--- src/rtl/pe_feeder_if.sv ---
// PE-side instruction/data bus driven by pe_feeder (master) into a single PE (slave).
interface pe_feeder_if #(
  parameter int unsigned DATA_WIDTH = 16,
  parameter int unsigned INST_WIDTH = 32
) ();
  logic                    inst_in_v;
  logic [INST_WIDTH-1:0]   inst_in;
  logic                    din_pe_v;
  logic [2*DATA_WIDTH-1:0] din_pe;
  logic                    alpha_v;

  modport master (
    output inst_in_v,
    output inst_in,
    output din_pe_v,
    output din_pe,
    output alpha_v
  );

  modport slave (
    input inst_in_v,
    input inst_in,
    input din_pe_v,
    input din_pe,
    input alpha_v
  );
endinterface

--- src/rtl/pe_feeder.sv ---
// Host-loaded sequencer: replays an instruction buffer, waits a fixed gap, then streams a data
// buffer into one PE. All PE-side outputs come straight from flops.
module pe_feeder #(
  parameter int unsigned DATA_WIDTH = 16,
  parameter int unsigned INST_WIDTH = 32,
  parameter int unsigned INST_DEPTH = 16,
  parameter int unsigned DATA_DEPTH = 16,
  parameter int unsigned GAP_CYCLES = 2
) (
  input  logic                    clk,
  input  logic                    rst,
  input  logic                    inst_wr_v,
  input  logic [INST_WIDTH-1:0]   inst_wr,
  output logic                    inst_wr_rdy,
  input  logic                    inst_clr,
  input  logic                    data_wr_v,
  input  logic [2*DATA_WIDTH-1:0] data_wr,
  output logic                    data_wr_rdy,
  input  logic                    alpha_en,
  input  logic                    start,
  output logic                    busy,
  output logic                    done,
  pe_feeder_if.master             pe
);

  localparam int unsigned IAW  = (INST_DEPTH > 1) ? $clog2(INST_DEPTH) : 1;
  localparam int unsigned DAW  = (DATA_DEPTH > 1) ? $clog2(DATA_DEPTH) : 1;
  localparam int unsigned ICW  = $clog2(INST_DEPTH + 1);
  localparam int unsigned DCW  = $clog2(DATA_DEPTH + 1);
  localparam int unsigned IdxW = (ICW > DCW) ? ICW : DCW;
  localparam int unsigned GapW = (GAP_CYCLES > 1) ? $clog2(GAP_CYCLES) : 1;

  typedef enum logic [2:0] {StIdle, StLaunch, StInst, StGap, StData, StDone} state_e;

  state_e                  state_q, state_d, after_inst;
  logic [IdxW-1:0]         idx_q, idx_d;
  logic [GapW-1:0]         gap_q, gap_d;
  logic [ICW-1:0]          inst_cnt_q, inst_cnt_d;
  logic [DCW-1:0]          data_cnt_q, data_cnt_d;
  logic                    alpha_req_q;
  logic                    inst_rdy_q, inst_rdy_d, data_rdy_q, data_rdy_d;
  logic                    busy_q, busy_d, done_q, done_d;
  logic                    inst_v_q, inst_v_d, data_v_q, data_v_d, alpha_q, alpha_d;
  logic [INST_WIDTH-1:0]   inst_q, inst_d;
  logic [2*DATA_WIDTH-1:0] din_q, din_d;
  logic                    idle, inst_we, data_we, last_inst, last_data;

  logic [INST_WIDTH-1:0]   inst_mem [INST_DEPTH];
  logic [2*DATA_WIDTH-1:0] data_mem [DATA_DEPTH];

  assign idle = (state_q == StIdle);
  // Clear takes priority over a same-cycle append.
  assign inst_we = inst_wr_v && inst_rdy_q && !(inst_clr && idle);
  assign data_we = data_wr_v && data_rdy_q;

  always_comb begin
    inst_cnt_d = inst_cnt_q;
    if (idle && inst_clr) begin
      inst_cnt_d = '0;
    end else if (inst_we) begin
      inst_cnt_d = inst_cnt_q + ICW'(1);
    end
  end

  always_comb begin
    data_cnt_d = data_cnt_q;
    if (state_q == StDone) begin
      data_cnt_d = '0;
    end else if (data_we) begin
      data_cnt_d = data_cnt_q + DCW'(1);
    end
  end

  always_ff @(posedge clk) begin
    if (inst_we) inst_mem[inst_cnt_q[IAW-1:0]] <= inst_wr;
    if (data_we) data_mem[data_cnt_q[DAW-1:0]] <= data_wr;
  end

  always_ff @(posedge clk or negedge rst) begin
    if (!rst) begin
      inst_cnt_q  <= '0;
      data_cnt_q  <= '0;
      alpha_req_q <= 1'b0;
    end else begin
      inst_cnt_q <= inst_cnt_d;
      data_cnt_q <= data_cnt_d;
      if (idle && start) alpha_req_q <= alpha_en;
    end
  end

  assign last_inst = (idx_q + IdxW'(1)) == IdxW'(inst_cnt_q);
  assign last_data = (idx_q + IdxW'(1)) == IdxW'(data_cnt_q);

  always_comb begin
    after_inst = StDone;
    if (GAP_CYCLES != 0) begin
      after_inst = StGap;
    end else if (data_cnt_q != '0) begin
      after_inst = StData;
    end
  end

  // Launch decides the route so that writes accepted alongside start are counted.
  always_comb begin
    state_d = state_q;
    idx_d   = idx_q;
    gap_d   = gap_q;
    unique case (state_q)
      StIdle: begin
        if (start) state_d = StLaunch;
      end
      StLaunch: begin
        idx_d   = '0;
        gap_d   = '0;
        state_d = (inst_cnt_q != '0) ? StInst : after_inst;
      end
      StInst: begin
        if (last_inst) begin
          state_d = after_inst;
          idx_d   = '0;
        end else begin
          idx_d = idx_q + IdxW'(1);
        end
      end
      StGap: begin
        if (gap_q == GapW'(GAP_CYCLES - 1)) begin
          state_d = (data_cnt_q != '0) ? StData : StDone;
        end else begin
          gap_d = gap_q + GapW'(1);
        end
      end
      StData: begin
        if (last_data) begin
          state_d = StDone;
        end else begin
          idx_d = idx_q + IdxW'(1);
        end
      end
      StDone:  state_d = StIdle;
      default: state_d = StIdle;
    endcase
  end

  // Outputs are decoded from the next state so the flops line up with the state they describe.
  always_comb begin
    inst_v_d   = (state_d == StInst);
    data_v_d   = (state_d == StData);
    inst_d     = inst_v_d ? inst_mem[idx_d[IAW-1:0]] : '0;
    din_d      = data_v_d ? data_mem[idx_d[DAW-1:0]] : '0;
    alpha_d    = data_v_d && alpha_req_q && (idx_d == '0);
    busy_d     = (state_d != StIdle);
    done_d     = (state_d == StDone);
    inst_rdy_d = (state_d == StIdle) && (inst_cnt_d != ICW'(INST_DEPTH));
    data_rdy_d = (state_d == StIdle) && (data_cnt_d != DCW'(DATA_DEPTH));
  end

  always_ff @(posedge clk or negedge rst) begin
    if (!rst) begin
      state_q    <= StIdle;
      idx_q      <= '0;
      gap_q      <= '0;
      inst_v_q   <= 1'b0;
      inst_q     <= '0;
      data_v_q   <= 1'b0;
      din_q      <= '0;
      alpha_q    <= 1'b0;
      busy_q     <= 1'b0;
      done_q     <= 1'b0;
      inst_rdy_q <= 1'b0;
      data_rdy_q <= 1'b0;
    end else begin
      state_q    <= state_d;
      idx_q      <= idx_d;
      gap_q      <= gap_d;
      inst_v_q   <= inst_v_d;
      inst_q     <= inst_d;
      data_v_q   <= data_v_d;
      din_q      <= din_d;
      alpha_q    <= alpha_d;
      busy_q     <= busy_d;
      done_q     <= done_d;
      inst_rdy_q <= inst_rdy_d;
      data_rdy_q <= data_rdy_d;
    end
  end

  assign pe.inst_in_v = inst_v_q;
  assign pe.inst_in   = inst_q;
  assign pe.din_pe_v  = data_v_q;
  assign pe.din_pe    = din_q;
  assign pe.alpha_v   = alpha_q;
  assign busy         = busy_q;
  assign done         = done_q;
  assign inst_wr_rdy  = inst_rdy_q;
  assign data_wr_rdy  = data_rdy_q;

endmodule

--- src/flat_wrapper.sv ---
// flat-port wrapper written by rule: the top's interface ports become plain ports
module pe_feeder_flat 
#(
  parameter int unsigned DATA_WIDTH = 16,
  parameter int unsigned INST_WIDTH = 32,
  parameter int unsigned INST_DEPTH = 16,
  parameter int unsigned DATA_DEPTH = 16,
  parameter int unsigned GAP_CYCLES = 2
)
  (clk, rst, inst_wr_v, inst_wr, inst_wr_rdy, inst_clr, data_wr_v, data_wr, data_wr_rdy, alpha_en, start, busy, done, pe_inst_in_v, pe_inst_in, pe_din_pe_v, pe_din_pe, pe_alpha_v);
  pe_feeder_if #(.DATA_WIDTH(DATA_WIDTH), .INST_WIDTH(INST_WIDTH)) pe_i ();
  input  logic clk;
  input  logic rst;
  input  logic inst_wr_v;
  input  logic [INST_WIDTH-1:0] inst_wr;
  output logic inst_wr_rdy;
  input  logic inst_clr;
  input  logic data_wr_v;
  input  logic [2*DATA_WIDTH-1:0] data_wr;
  output logic data_wr_rdy;
  input  logic alpha_en;
  input  logic start;
  output logic busy;
  output logic done;
  output wire logic [$bits(pe_i.inst_in_v)-1:0] pe_inst_in_v;
  output wire logic [$bits(pe_i.inst_in)-1:0] pe_inst_in;
  output wire logic [$bits(pe_i.din_pe_v)-1:0] pe_din_pe_v;
  output wire logic [$bits(pe_i.din_pe)-1:0] pe_din_pe;
  output wire logic [$bits(pe_i.alpha_v)-1:0] pe_alpha_v;
  assign pe_inst_in_v = pe_i.inst_in_v;
  assign pe_inst_in = pe_i.inst_in;
  assign pe_din_pe_v = pe_i.din_pe_v;
  assign pe_din_pe = pe_i.din_pe;
  assign pe_alpha_v = pe_i.alpha_v;
  pe_feeder #(.DATA_WIDTH(DATA_WIDTH), .INST_WIDTH(INST_WIDTH), .INST_DEPTH(INST_DEPTH), .DATA_DEPTH(DATA_DEPTH), .GAP_CYCLES(GAP_CYCLES)) u_core (.clk(clk), .rst(rst), .inst_wr_v(inst_wr_v), .inst_wr(inst_wr), .inst_wr_rdy(inst_wr_rdy), .inst_clr(inst_clr), .data_wr_v(data_wr_v), .data_wr(data_wr), .data_wr_rdy(data_wr_rdy), .alpha_en(alpha_en), .start(start), .busy(busy), .done(done), .pe(pe_i));
endmodule
--- config.mk ---
export PLATFORM = sky130hd
export DESIGN_NAME = pe_feeder_flat
export DESIGN_NICKNAME = d
export VERILOG_FILES = /design/src/rtl/pe_feeder_if.sv /design/src/rtl/pe_feeder.sv /design/src/flat_wrapper.sv
export SDC_FILE = /design/constraint.sdc
export NUM_CORES = 1
export LEC_CHECK = 0
export ABC_AREA = 1
export BUFFER_PORTS_ARGS = -buffer_cell sky130_fd_sc_hd__buf_2
export CORE_UTILIZATION = 60
export CTS_BUF_LIST = sky130_fd_sc_hd__clkbuf_8
export DETAILED_ROUTE_END_ITERATION = 12
export MAX_ROUTING_LAYER = met4
export PLACE_DENSITY = 0.77
export SLEW_MARGIN = 20
export SYNTH_ARGS = -nofsm -noshare
export SYNTH_HDL_FRONTEND = slang
export SYNTH_SLANG_ARGS = --single-unit
--- constraint.sdc ---
create_clock -name clk -period 3.3 [get_ports clk]
set_input_delay 0.66 -clock clk [delete_from_list [all_inputs] [get_ports clk]]
set_output_delay 0.66 -clock clk [all_outputs]
set_load 0.02 [all_outputs]
After elaboration in Yosys (flattened, before gate mapping) --
Memories as Yosys holds them, arrays and structs flattened. Cells that the tools add are included.
Operators by class: reduce and logical (&&, ||, !) cells 17, add/sub/neg operators 4, equal/unequal tests 12, mux-type cells 22
Operator list (number):
- $mux 32 | 2
- $mux 5 | 6
- $add 5x1->5 const B | 3
- $pmux 3 s5 | 1
- $pmux 5 s3 | 1
- $eq 3x3->1 const B | 4
- $mux 3 | 4
- $eq 5x5->1 | 2
- $ne 5x5->1 const B | 2
- $reduce_bool 5->1 | 2
- $eq 3x2->1 const B | 3
- $logic_and 1x1->1 | 9
- $mux 1 | 7
- $logic_not 3->1 | 2
- $logic_not 5->1 | 1
- $eq 3x1->1 const B | 1
- $reduce_bool 3->1 | 1
- $pmux 1 s2 | 1
- $reduce_bool 2->1 | 1
- $add 1x1->1 const B | 1
- $logic_not 1->1 | 1
Word-level totals: output and inout port bits 71, word-level logic and storage cells 72, bits in registers 91, bits in writable memories 1024, memories 2, input bits 71
Memories:
- u_core.data_mem | words 16, width 32, read ports 1, clocked after memory_dff 0, wr ports 1, line pe_feeder.sv:49 | logic [2*DATA_WIDTH-1:0] data_mem [DATA_DEPTH];
- u_core.inst_mem | words 16, width 32, read ports 1, clocked after memory_dff 0, wr ports 1, line pe_feeder.sv:48 | logic [INST_WIDTH-1:0] inst_mem [INST_DEPTH];

Longest topological paths before layout --
depth after elaboration 8, gate-level depth with buffers 21, depth with buffers taken out 19

Worst setup path after synthesis --
OpenSTA, ideal clock, no wires.
path kind input-to-reg, start point input port inst_wr_v, end point memory u_core.inst_mem[0][0], enable pin, path slack 420 ps, setup time 421 ps, stages on the path 6, path buffers 0, required time 2879 ps, data arrival time 2459 ps, cells stage by stage nand2_1 -> inv_1 -> nand2_1 -> inv_1 -> nand2_1 -> nor2_1
Between the ends: word-level cells in the longest chain between the ends 4
Ends and longest elaborated chain:
- from (decl) | line flat_wrapper.sv:14 | input logic inst_wr_v;
- $logic_and 1x1->1 (2 in series) | line pe_feeder.sv:53 | assign inst_we = inst_wr_v && inst_rdy_q && !(inst_clr && idle);
- $mux 1 | line pe_feeder.sv:75 | if (inst_we) inst_mem[inst_cnt_q[IAW-1:0]] <= inst_wr;
- $mux 1 (implied by the code) | line pe_feeder.sv:75
- to (decl) | line pe_feeder.sv:48
No other way between the ends.

Final worst setup path --
start point register u_core.idx_q[1], end point register u_core.din_q[24] (netlist: u_core.pe.din_pe[24])
Between the ends: word-level cells in the longest chain between the ends 6, elaborated cells between the ends (all ways) 12, those cells by class add/sub: 1; eq/ne: 3; mux: 7; memory: 1
Ends and longest elaborated chain:
- from (decl) | line pe_feeder.sv:36 | logic [IdxW-1:0] idx_q, idx_d;
- from (signal assigned) | line pe_feeder.sv:173 | idx_q <= idx_d;
- $add 5x1->5
- $eq 5x5->1, on equally long branches | line pe_feeder.sv:92, pe_feeder.sv:91
- $mux 5, or another cell as far along | line pe_feeder.sv:133 | if (last_data) begin
- $pmux 5 s3 / $pmux 3 s5 (equally long branches) | line pe_feeder.sv:108 | unique case (state_q)
- $mem_v2 16x32 / $eq 3x3->1 (equally long branches)
- $mux 32 * | line pe_feeder.sv:149 | din_d = data_v_d ? data_mem[idx_d[DAW-1:0]] : '0;
- via u_core.din_d[24] | line pe_feeder.sv:45 | logic [2*DATA_WIDTH-1:0] din_q, din_d;
- to (signal assigned) | line pe_feeder.sv:178 | din_q <= din_d;
- to (decl) | line pe_feeder.sv:45
Mark *: on every way through the listed nets, which the timed path passes. The rest lies on a longest branch. A chain may end at the register's enable or synchronous reset.

==> summary.md <==
| Metric | Value |
|---|---|
| GRT Residual Overflow | `0` |
| PD cells | `878 nW/µm²` |
| Lkg Pwr | `0.0207 µW` |
| H-tree depth | `4` |
| Tcrit/Tclk final | `between 90 and 100%` |
| FFs w/ async S/R, synth | `8.16%` |
| Detailed Route Iter0 Violations | `about 3,500` |
| GR peak layer | `met2` |
| Setup ws final | `187 ps` |
| Setup WS pre-CTS | `294 ps` |
| Clock sink count | `1,115` |
| Finished Layout Cells | `5,354` |
| Max VDD drop | `1100 µV` |
| Status | `completed` |
| Critical path arrival | `3810 ps` |
| Core Rows | `101` |
| Post-Syn Nets | `between 4,000 and 5,000` |
| Layout area overhead | `13.0%` |
| Crit end category | `flip-flop` |
| Worst-Margin Slew | `706 ps` |
| Initial DRT Pass Iterations | `6` |
| Met3 Use GR | `under 10%` |
| Compound-gate portion of the synthesized area | `4.34%` |
| Synth Area in Simple Gates | `17.3%` |
| GR Layer Usage met2 | `46.3%` |
| TritonCTS Buffers | `171` |
| CTS max path bufs | `3` |
| Global-route wire length before repair | `about 170 mm` |
| Post-synthesis xor/xnor area fraction | `0%` |
| DRC Markers | `0` |
| Worst EP required | `4000 ps` |
| Final Hold Fails | `0` |
| Largest net degree at the start of global routing | `roughly 140` |
| Port Buffers | `141` |
| Detailed placer's ending HPWL | `between 50 and 60 mm` |
| Yosys reg bits | `about 1,100` |
| Commonest non-fill, non-tap cell in the layout | `edfxtp_1` |
| Number of max-cap violations | `0` |
| EDFF count, synth | `1,024` |
| Fmax | `321 MHz` |
| Clock transition at path regs | `60 ps` |
| Syn Area/Cell | `11.6 µm²` |
| Minimum clock period | `approximately 3100 ps` |
| Final setup viols | `0` |
| Clk Latency, worst-skew pair | `830 ps` |
| Crit path kind | `flip-flop to flip-flop` |
| Routed WL per cell | `21.1 µm` |
| Final ANT Viol Nets | `0` |
| CP Launch Type | `flip-flop` |
| Met1 usage | `39.2%` |
| Final Power | `46,000 µW` |
| Register area share after synthesis | `71.1%` |
| Starting Density | `60.8%` |
| Nets | `4,251` |
| Via/cell ratio | `5.80` |
| CTS root buffer | `clkbuf_8` |
| Post-synthesis cell type count | `37` |
| Post-Place Cells | `around 5,000` |
| Mux cell area share after synthesis | `0.0242%` |
| Die ar. | `78,500 µm²` |
| Vias in the first global route | `roughly 30,000` |
| Layout cells sized above 1 | `approximately 12%` |
| Gp weighted congestion | `0.875` |
| Worst Hold Class | `primary input to flip-flop` |
| Mapped Area | `46,400 µm²` |
| Die H | `280 µm` |
| Crit Path Max Fanout | `39` |
| Largest family of logic cells by synthesized area | `simple AND/OR/NAND/NOR gates` |
| Yosys warning total | `0` |
| Most frequent cells in the layout | `edfxtp_1 (1,024), nand2_1 (838), nand3_1 (635), inv_1 (587), o211ai_1 (250)` |
| CTS tree | `built` |
| Post-synthesis cell count | `3,996` |
| Post-CTS Setup Inserts | `0` |
| Die width | `280 µm` |
| Most common flop cell mapped by yosys | `edfxtp_1` |
| Via count | `31,100` |
| Worst relative slew slack | `52.9%` |
| Post-synthesis adder-cell area fraction | `less than 1%` |
| Number of antenna violations at the first check in global routing | `12` |
| Core Box Area | `between 70,000 and 80,000 µm²` |
| Fin. max-slew vios | `0` |
| WL final | `113 mm` |
| Fin Clk Skew | `41.6 ps` |
| Total global-route track usage | `29.8%` |
| I/O pins | `142` |
[per-stage QoR]
stage                     setup TNS (ps)  area (µm²)  utilization (%)  hold WS, ps
after floorplan                        0       46400                -          364
after global placement                 0       49000             64.2          566
after detailed placement               0       49000             64.2          568
after CTS                              0       52300             68.6         31.7
after global routing               -72.3       52500             68.7         52.7
final                                  0       52500             68.7         98.0
[kinds of logic after synthesis]
family,after synthesis
compound gates,273
fa+ha+maj,9
buf+inv,788
flops,1115
mux,1
simple gates,1810
[per-layer routing]
| metal | vias to the layer above | wire [µm] |
|---|---|---|
| met5 | - | 0 |
| met4 | 0 | 3410 |
| met3 | 262 | 11700 |
| met2 | 1690 | 53600 |
| met1 | 14900 | 44300 |
| li1 | 14200 | - |
[synthesized netlist by cell type, types with 3 or more instances]
cell type	instances	area [µm²]
a21oi_1	12	60.1
buf_1	3	11.3
buf_2	170	851
buf_4	13	97.6
buf_6	3	33.8
clkbuf_1	56	210
dfrtp_1	91	2280
edfxtp_1	1024	30700
ha_1	9	113
inv_1	534	2000
inv_2	9	33.8
nand2_1	839	3150
nand3_1	636	3180
nand3b_1	31	233
nand4_1	100	626
nor2_1	180	676
nor2_2	3	18.8
nor3_1	8	40.0
nor4_1	3	18.8
o211ai_1	250	1880
[path summary, 6_finish.rpt]
kind	from	endpoint	slack, ps	depth (start not counted)
min reg2reg	u_core.data_cnt_q[4]	u_core.data_cnt_q[4]	580	2
min	alpha_en	u_core.alpha_req_q	100	2
max in group asynchronous	rst	u_core.pe.inst_in[2]	2290	3
min in group asynchronous	rst	u_core.pe.din_pe[5]	280	2
max reg2reg	u_core.idx_q[1]	u_core.pe.din_pe[24]	190	18
max	u_core.idx_q[1]	u_core.pe.din_pe[24]	190	18
[power by group]
part | leakage (µW) | switching (µW) | internal, µW
Sequential | 0.0104 | 330 | 16300
Clock | 0.00191 | 5330 | 5620
Combinational | 0.00837 | 12600 | 5930
Total | 0.0207 | 18200 | 27800
[sequential cells by signal (all words and copies together) (netlist names), 3 cells and up]
signal and flops:
u_core.inst_mem 512, u_core.pe.din_pe 32, u_core.inst_cnt_q 5, u_core.state_q 3, u_core.data_cnt_q 5, u_core.pe.inst_in 32, u_core.idx_q 5, u_core.data_mem 512
[area by class of cell]
cell class | count | area (µm²)
fillers | 5239 | 23900
clock inverters | 121 | 641
inverters | 543 | 2050
clock buffers | 195 | 2680
diodes | 10 | 25.0
flip-flops and latches | 1115 | 33000
well taps | 1030 | 1290
repair buffers | 247 | 2240
multi-input cells | 2093 | 10500
[critical path, stage by stage, from the launching register on]
cell and delay, ps:
dfrtp_1 400, ha_2 390, inv_1 80, nand2_1 60, nand2_1 50, nor2_1 90, nand3_1 80, nor2_2 130
nand3_1 120, nand2_1 90, nand2_2 90, nand2_4 170, nand2_8 180, buf_12 230, buf_4 190, o211ai_1 280
nand3_1 150, nand3_1 130, nand2_1 80
[repair_timing]
action	4_1_cts	5_1_grt
endpoints found under the setup margin	0	25
resized for setup	0	10
hold buffers	1	0
endpoints found under the hold margin	19	0
No activity file was read; power rests on OpenSTA's default activity.
